--- src/rtl/shift_seq.sv ---
// Command sequencer for an 8-bit universal shift register: turns load/shift/rotate
// commands into per-cycle mode pins, counts shift cycles and pulses done on completion.
module shift_seq #(
    parameter int W  = 8,
    parameter int CW = 4
) (
    input  logic          c,
    input  logic          rst,
    input  logic          cmd_valid,
    output logic          cmd_ready,
    input  logic [1:0]    cmd_op,
    input  logic          cmd_rot,
    input  logic          cmd_fill,
    input  logic [CW-1:0] cmd_cnt,
    input  logic [W-1:0]  cmd_data,
    input  logic [W-1:0]  q,
    output logic          l,
    output logic          r,
    output logic          i,
    output logic [W-1:0]  d,
    output logic          busy,
    output logic          done
);

    localparam logic [1:0] S_IDLE  = 2'd0;
    localparam logic [1:0] S_LOAD  = 2'd1;
    localparam logic [1:0] S_SHIFT = 2'd2;
    localparam logic [1:0] S_DONE  = 2'd3;

    localparam logic [1:0] OP_LOAD = 2'b01;
    localparam logic [1:0] OP_DOWN = 2'b10;
    localparam logic [1:0] OP_UP   = 2'b11;

    logic [1:0]    state_r, state_s;
    logic [1:0]    op_r, op_s;
    logic          rot_r, rot_s;
    logic          fill_r, fill_s;
    logic [CW-1:0] cnt_r, cnt_s;
    logic [W-1:0]  d_r, d_s;
    logic          l_r, l_s;
    logic          r_r, r_s;
    logic          busy_r, busy_s;
    logic          done_r, done_s;
    logic          ready_r, ready_s;

    // Next-state and next-output decode; outputs are registered so they line up with state_r.
    always_comb begin
        state_s = state_r;
        op_s    = op_r;
        rot_s   = rot_r;
        fill_s  = fill_r;
        cnt_s   = cnt_r;
        d_s     = d_r;
        l_s     = 1'b0;
        r_s     = 1'b0;
        busy_s  = 1'b1;
        done_s  = 1'b0;
        ready_s = 1'b0;
        case (state_r)
            S_IDLE: begin
                if (cmd_valid) begin
                    op_s   = cmd_op;
                    rot_s  = cmd_rot;
                    fill_s = cmd_fill;
                    cnt_s  = cmd_cnt;
                    case (cmd_op)
                        OP_LOAD: begin
                            state_s = S_LOAD;
                            l_s     = 1'b1;
                            r_s     = 1'b1;
                            d_s     = cmd_data;
                        end
                        OP_DOWN, OP_UP: begin
                            if (cmd_cnt != '0) begin
                                state_s = S_SHIFT;
                                l_s     = ~cmd_op[0];
                                r_s     = cmd_op[0];
                            end else begin
                                state_s = S_DONE;
                                done_s  = 1'b1;
                            end
                        end
                        default: begin
                            state_s = S_DONE;
                            done_s  = 1'b1;
                        end
                    endcase
                end else begin
                    busy_s  = 1'b0;
                    ready_s = 1'b1;
                end
            end
            S_LOAD: begin
                state_s = S_DONE;
                done_s  = 1'b1;
            end
            S_SHIFT: begin
                // The counter still holding 1 means this edge performs the final shift.
                if (cnt_r == CW'(1)) begin
                    state_s = S_DONE;
                    done_s  = 1'b1;
                end else begin
                    cnt_s = cnt_r - CW'(1);
                    l_s   = ~op_r[0];
                    r_s   = op_r[0];
                end
            end
            S_DONE: begin
                state_s = S_IDLE;
                busy_s  = 1'b0;
                ready_s = 1'b1;
            end
            default: begin
                state_s = S_IDLE;
                busy_s  = 1'b0;
                ready_s = 1'b1;
            end
        endcase
    end

    // State, latched command fields and registered outputs.
    always_ff @(posedge c) begin
        if (rst) begin
            state_r <= S_IDLE;
            op_r    <= 2'b00;
            rot_r   <= 1'b0;
            fill_r  <= 1'b0;
            cnt_r   <= '0;
            d_r     <= '0;
            l_r     <= 1'b0;
            r_r     <= 1'b0;
            busy_r  <= 1'b0;
            done_r  <= 1'b0;
            ready_r <= 1'b1;
        end else begin
            state_r <= state_s;
            op_r    <= op_s;
            rot_r   <= rot_s;
            fill_r  <= fill_s;
            cnt_r   <= cnt_s;
            d_r     <= d_s;
            l_r     <= l_s;
            r_r     <= r_s;
            busy_r  <= busy_s;
            done_r  <= done_s;
            ready_r <= ready_s;
        end
    end

    // Serial input follows q live so every shift cycle rotates the current register value.
    assign i = rot_r ? (op_r[0] ? q[W-1] : q[0]) : fill_r;

    assign l         = l_r;
    assign r         = r_r;
    assign d         = d_r;
    assign busy      = busy_r;
    assign done      = done_r;
    assign cmd_ready = ready_r;

endmodule

--- config.mk ---
export PLATFORM = sky130hd
export DESIGN_NAME = shift_seq
export DESIGN_NICKNAME = d
export VERILOG_FILES = /design/src/rtl/shift_seq.sv
export SDC_FILE = /design/constraint.sdc
export NUM_CORES = 1
export LEC_CHECK = 0
export ABC_AREA = 1
export BUFFER_PORTS_ARGS = -buffer_cell sky130_fd_sc_hd__buf_2
export CAP_MARGIN = 0
export CORE_MARGIN = 10
export CORE_UTILIZATION = 50
export DETAILED_ROUTE_END_ITERATION = 8
export HOLD_SLACK_MARGIN = 0.05
export PLACE_DENSITY = 0.81
export SYNTH_ARGS = -nofsm -noshare
export SYNTH_HDL_FRONTEND = slang
export SYNTH_SLANG_ARGS = --single-unit
export TNS_END_PERCENT = 10
--- constraint.sdc ---
create_clock -name c -period 2.2 [get_ports c]
set_input_delay 0.11 -clock c [delete_from_list [all_inputs] [get_ports c]]
set_output_delay 0.11 -clock c [all_outputs]
set_load 0.05 [all_outputs]
==> After elaboration in Yosys (flattened, before gate mapping) <==
Index checks and enable logic that the tools add are counted.
{ "totals": {"register_bits": 22, "ramBits": 0, "out_inout_bits": 14, "memories": 0, "inputBits": 27, "romBits": 0, "latchBits": 0} }
{ "classes": {"n_reduce_logical": 8, "shifts": 0, "n_mux": 29, "order_cmp": 0, "addsub": 1, "bitwise": 2, "n_mul": 0, "eq_ne": 10, "n_div": 0} }
{ "op_table": {"columns": ["op", "n"], "rows": [
  ["1-bit two-way mux", 14],
  ["1-bit one-hot mux with 2 select lines", 7],
  ["2-bit == test, second input constant", 4],
  ["4-bit two-way mux", 2],
  ["2-bit one-hot mux with 4 select lines", 1],
  ["4-bit one-hot mux with 2 select lines", 1],
  ["2-bit != test, second input constant", 3],
  ["3-bit AND reduction", 2],
  ["2-bit by 1-bit == test with 1-bit output, second input constant", 2],
  ["4-bit by 1-bit == test with 1-bit output, second input constant", 1],
  ["2-bit two-way mux", 2],
  ["2-bit one-hot mux with 2 select lines", 1],
  ["2-bit AND reduction", 2],
  ["4-bit nonzero test", 1],
  ["4-bit by 1-bit subtractor with 4-bit output, second input constant", 1],
  ["1-bit one-hot mux with 3 select lines", 1],
  ["2-bit zero test", 1],
  ["1-bit inverter", 2],
  ["2-bit nonzero test", 1],
  ["2-bit OR reduction", 1]
]} }

==> Longest topological paths before layout <==
{ "depth": {"word_depth": 5, "mapped_depth": 10} }

==> Least setup slack after synthesis <==
OpenSTA, ideal clock, no wires.
{ "synth_timing": {"path_type": "register to output", "startpoint": "register op_r[0]", "endpoint": "output i", "arrival_ns": 1.255, "n_path_buf": 0, "path_stages_with_launch": 3, "t_required_ns": 2.090, "setup_slack_ns": 0.835, "path_cell_list": "dfxtp_1 -> nand2_1 -> a31oi_1"} }
{ "synth_between": {"elab_chain_cells": 2} }
{ "synth_rtl": {"columns": ["item", "line_no", "rtl"], "rows": [
  ["start: declaration", "35", "logic [1:0] op_r, op_s;"],
  ["start signal: assignment", "137", "op_r <= op_s;"],
  ["1-bit two-way mux (2 in series)", "151", "assign i = rot_r ? (op_r[0] ? q[W-1] : q[0]) : fill_r;"],
  ["end: declaration", "19", "output logic i,"]
]} }
No other way between the ends.

==> Worst setup path after layout <==
{ "layout_timing": {"startpoint": "register state_r[0]", "endpoint": "register cnt_r[2]"} }
{ "layout_between": {"elab_chain_cells": 3, "word_cells_on_any_way": 7, "classes_between": "eq/ne: 3; mux: 1; reduce/logical: 3"} }
{ "layout_rtl": {"columns": ["item", "line_no", "rtl"], "rows": [
  ["start: declaration", "34", "logic [1:0] state_r, state_s;"],
  ["start signal: assignment", "136", "state_r <= state_s;"],
  ["2-bit == test or 2-bit zero test (tied branches)", "59", "case (state_r)"],
  ["2-bit != test (no source line) or 2-bit nonzero test (tied branches)", null, null],
  ["3-bit AND reduction (no source line)", null, null],
  ["end signal: assignment", "140", "cnt_r <= cnt_s;"],
  ["end: declaration", "38", "logic [CW-1:0] cnt_r, cnt_s;"]
]} }
Several ways; a longest one is shown, not always the timed one.
A chain may end at the register's enable or synchronous reset.

==> impl_results.md <==
- Worst path cell trace: inv_1, ha_1, nand3_1, nand2_2, inv_2, nand2_1, nand2_1, a21oi_2
- Number of DRC markers in iteration 0: 38
- Crit Path Max Fanout: 8
- Register Area: 440 sq um
- Clock buffer count from CTS: 3
- Final hold slack: 0.0603 ns
- IO Count: 41
- WL final: 2.81 mm
- Post-Synth XOR/XNOR Area: 0%
- Die footprint: 0.00438 sq mm
- Synth top area share: 41.4%
- Max Slew Vio Count: 0
- First-pass GRT wire length: 4.76 mm
- H-Tree Depth: 1
- Worst-path clk slew: 0.12 ns
- Leak: 0.712 nW
- Worst path buffer plus inverter count: 2
- Final worst path period need: 1.56 ns
- Largest net degree at the start of global routing: 18
- Most used cell, CP: nand2_1
- Cells after synthesis: 148
- Synth Area in Compound Gates: 16.0%
- Detailed Place HPWL: 2.13 mm
- Core footprint: 0.00200 sq mm
- Setup WS post-layout: 0.635 ns
- Fin crit share: 71.1%
- DRC Markers: 0
- Fin Setup TNS: 0 ns
- Num Clock Sinks: 22
- Via-to-Cell Ratio: 5.02
- Synthesis warning total: 0
- Fmax: 639 MHz
- HP Class: in -> reg
- Synthesized Nets: 182
- Slew headroom: 71.7%
- Initial antenna violation count: 0
- Power Density: 1220 mW/mm^2
- CP max stage cell: dfxtp_1
- Vias: 1104
- GRT overflow: 0
- Worst skew pair latency: 0.31 ns
- Cell taking the most area after synthesis: dfxtp_1
- DRT antenna net count: 0
- Most frequent cells in the layout: 34 x buf_2, 30 x nor2_1, 24 x nand2_1
- Port Buffers: 34
- Critical Path RT: 2.45 ns
- Die H: 66.1 um
- Post-CTS Resized: 0
- Worst-margin pin slew: 0.424 ns
- CP peak stage delay: 0.35 ns
- Synth Area in Adders: 8.23%
- Library cells used by synthesis: 21
- Root buf cell: clkbuf_4
- Critical Path Sink Type: flip-flop
- Vias in the first global route: 1108
- Peak supply drop: 0.000754 V
- Total power: 1.69 mW
- Worst clock skew: 0.00818 ns
- Synth area leaders: dfxtp_1 41%, nor2_1 11%, nand2_1 8.5%
- Final hold violations: 0
- Max-cap viol count: 0
- Mean post-synth cell area: 7.19 sq um
- Layout Nets: 228
- R2R Setup Slk: 0.64 ns
- WS Path Type: reg -> reg
- Multiplexer fraction of the synthesized cell area: 0%
- Drt pass-1 iters: 4
- Unrepaired setup endpoints after global routing: false
- N_diodes: 0
- Fillers: 182
- DP Worst Slack: 0.720 ns
- Post-Synth Simple-Gate Area: 26.6%
- GRT Util Overall: 13.2%
- Placer congestion estimate: 0.912
- FP Rows: 16
- Most common cell after layout, fill and taps aside: buf_2
- Post-CTS Setup Bufs: 0
- Delay-heaviest family, CP: simple AND/OR/NAND/NOR gates
- Post-synthesis cell area: 0.00106 sq mm
- # setup viols final: 0
- CTS tree: yes
- Drt wl/cell: 12.8 um
- Startpoint Class: flip-flop
- Layout cell share with drive strength beyond 1: 24.9%
- CTS max path bufs: 2
- Crit path DAT: 1.81 ns
- Register area share after synthesis: 41.4%
- Layout area overhead: 29.8%
- Area of the multi-input gates: 541 sq um
- Synthesized flop and latch total: 22
- Die width: 66.1 um
- Status: complete, no violations
- Combinational family with the most area after synthesis: simple AND/OR/NAND/NOR gates
- Starting Density: 53.2%
==> path summary, 6_finish.rpt <==
check	startpoint	to	cells after the start
worst max register to register	state_r[0]	cnt_r[2]	8
worst max-delay path	state_r[0]	cnt_r[2]	8
worst min register to register	op_r[0]	r	2
worst min-delay path	cmd_data[2]	d[2]	3
==> per-stage QoR <==
stage	cells	cell area, sq um	utilization (%)
after floorplan	148	1060	-
after global placement	207	1260	62.7
after detailed placement	207	1260	62.7
after CTS	220	1380	69.1
after global routing	220	1380	69.1
final	220	1380	69.1
==> per-layer routing <==
layer  GRT usage (%)  wire length [um]  share of wire, %
met5               0                 0                 0
met4            3.14                43               1.5
met3            6.27               225               8.0
met2            24.4              1430                51
met1            12.9              1120                40
==> state kept, by name (all words and copies together), names as in the netlist <==
signal / cells
busy: 1
rot_r: 1
state_r: 2
cmd_ready: 1
op_r: 1
r: 1
d: 8
fill_r: 1
l: 1
done: 1
cnt_r: 4
==> synthesized netlist by cell type (all sizes together) <==
master	n
nor2	33
o21ai	17
nand3b	1
o211ai	1
buf	1
a211oi	1
a31oi	2
ha	7
nand3	6
inv	19
a21oi	10
dfxtp	22
or2	1
nand2	26
clkbuf	1
==> worst reg2reg max path, cell delays in order (launching register included) <==
cell     delay (ns)
dfxtp_1        0.35
inv_1          0.14
ha_1           0.35
nand3_1        0.17
nand2_2        0.18
inv_2          0.05
nand2_1        0.05
nand2_1        0.07
a21oi_2        0.13
==> repair_timing <==
item,4_1_cts,5_1_grt
endpoints found under the hold margin,12,0
endpoints found under the setup margin,0,0
hold buffers,9,0
==> power breakdown <==
group / internal, mW / leakage [nW] / total [mW] / switching, mW
Sequential: 0.507 / 0.181 / 0.573 / 0.0663
Combinational: 0.274 / 0.510 / 0.891 / 0.617
Clock: 0.101 / 0.0210 / 0.223 / 0.121
==> logic make-up after synthesis <==
group | after synthesis
adder cells (fa/ha/maj) | 7
buffers and inverters | 21
AND/OR/NAND/NOR | 67
flip-flops | 22
AO/OA/AOI/OAI | 31
==> area by class of cell <==
class	instances	area share (%)
Sequential cell	22	31.9
Timing Repair Buffer	43	18.8
Clock buffer	4	2.62
Inverter	19	5.16
Tap cell	27	2.44
Multi-Input combinational cell	105	39.1
No activity file was read; power rests on OpenSTA's default activity.
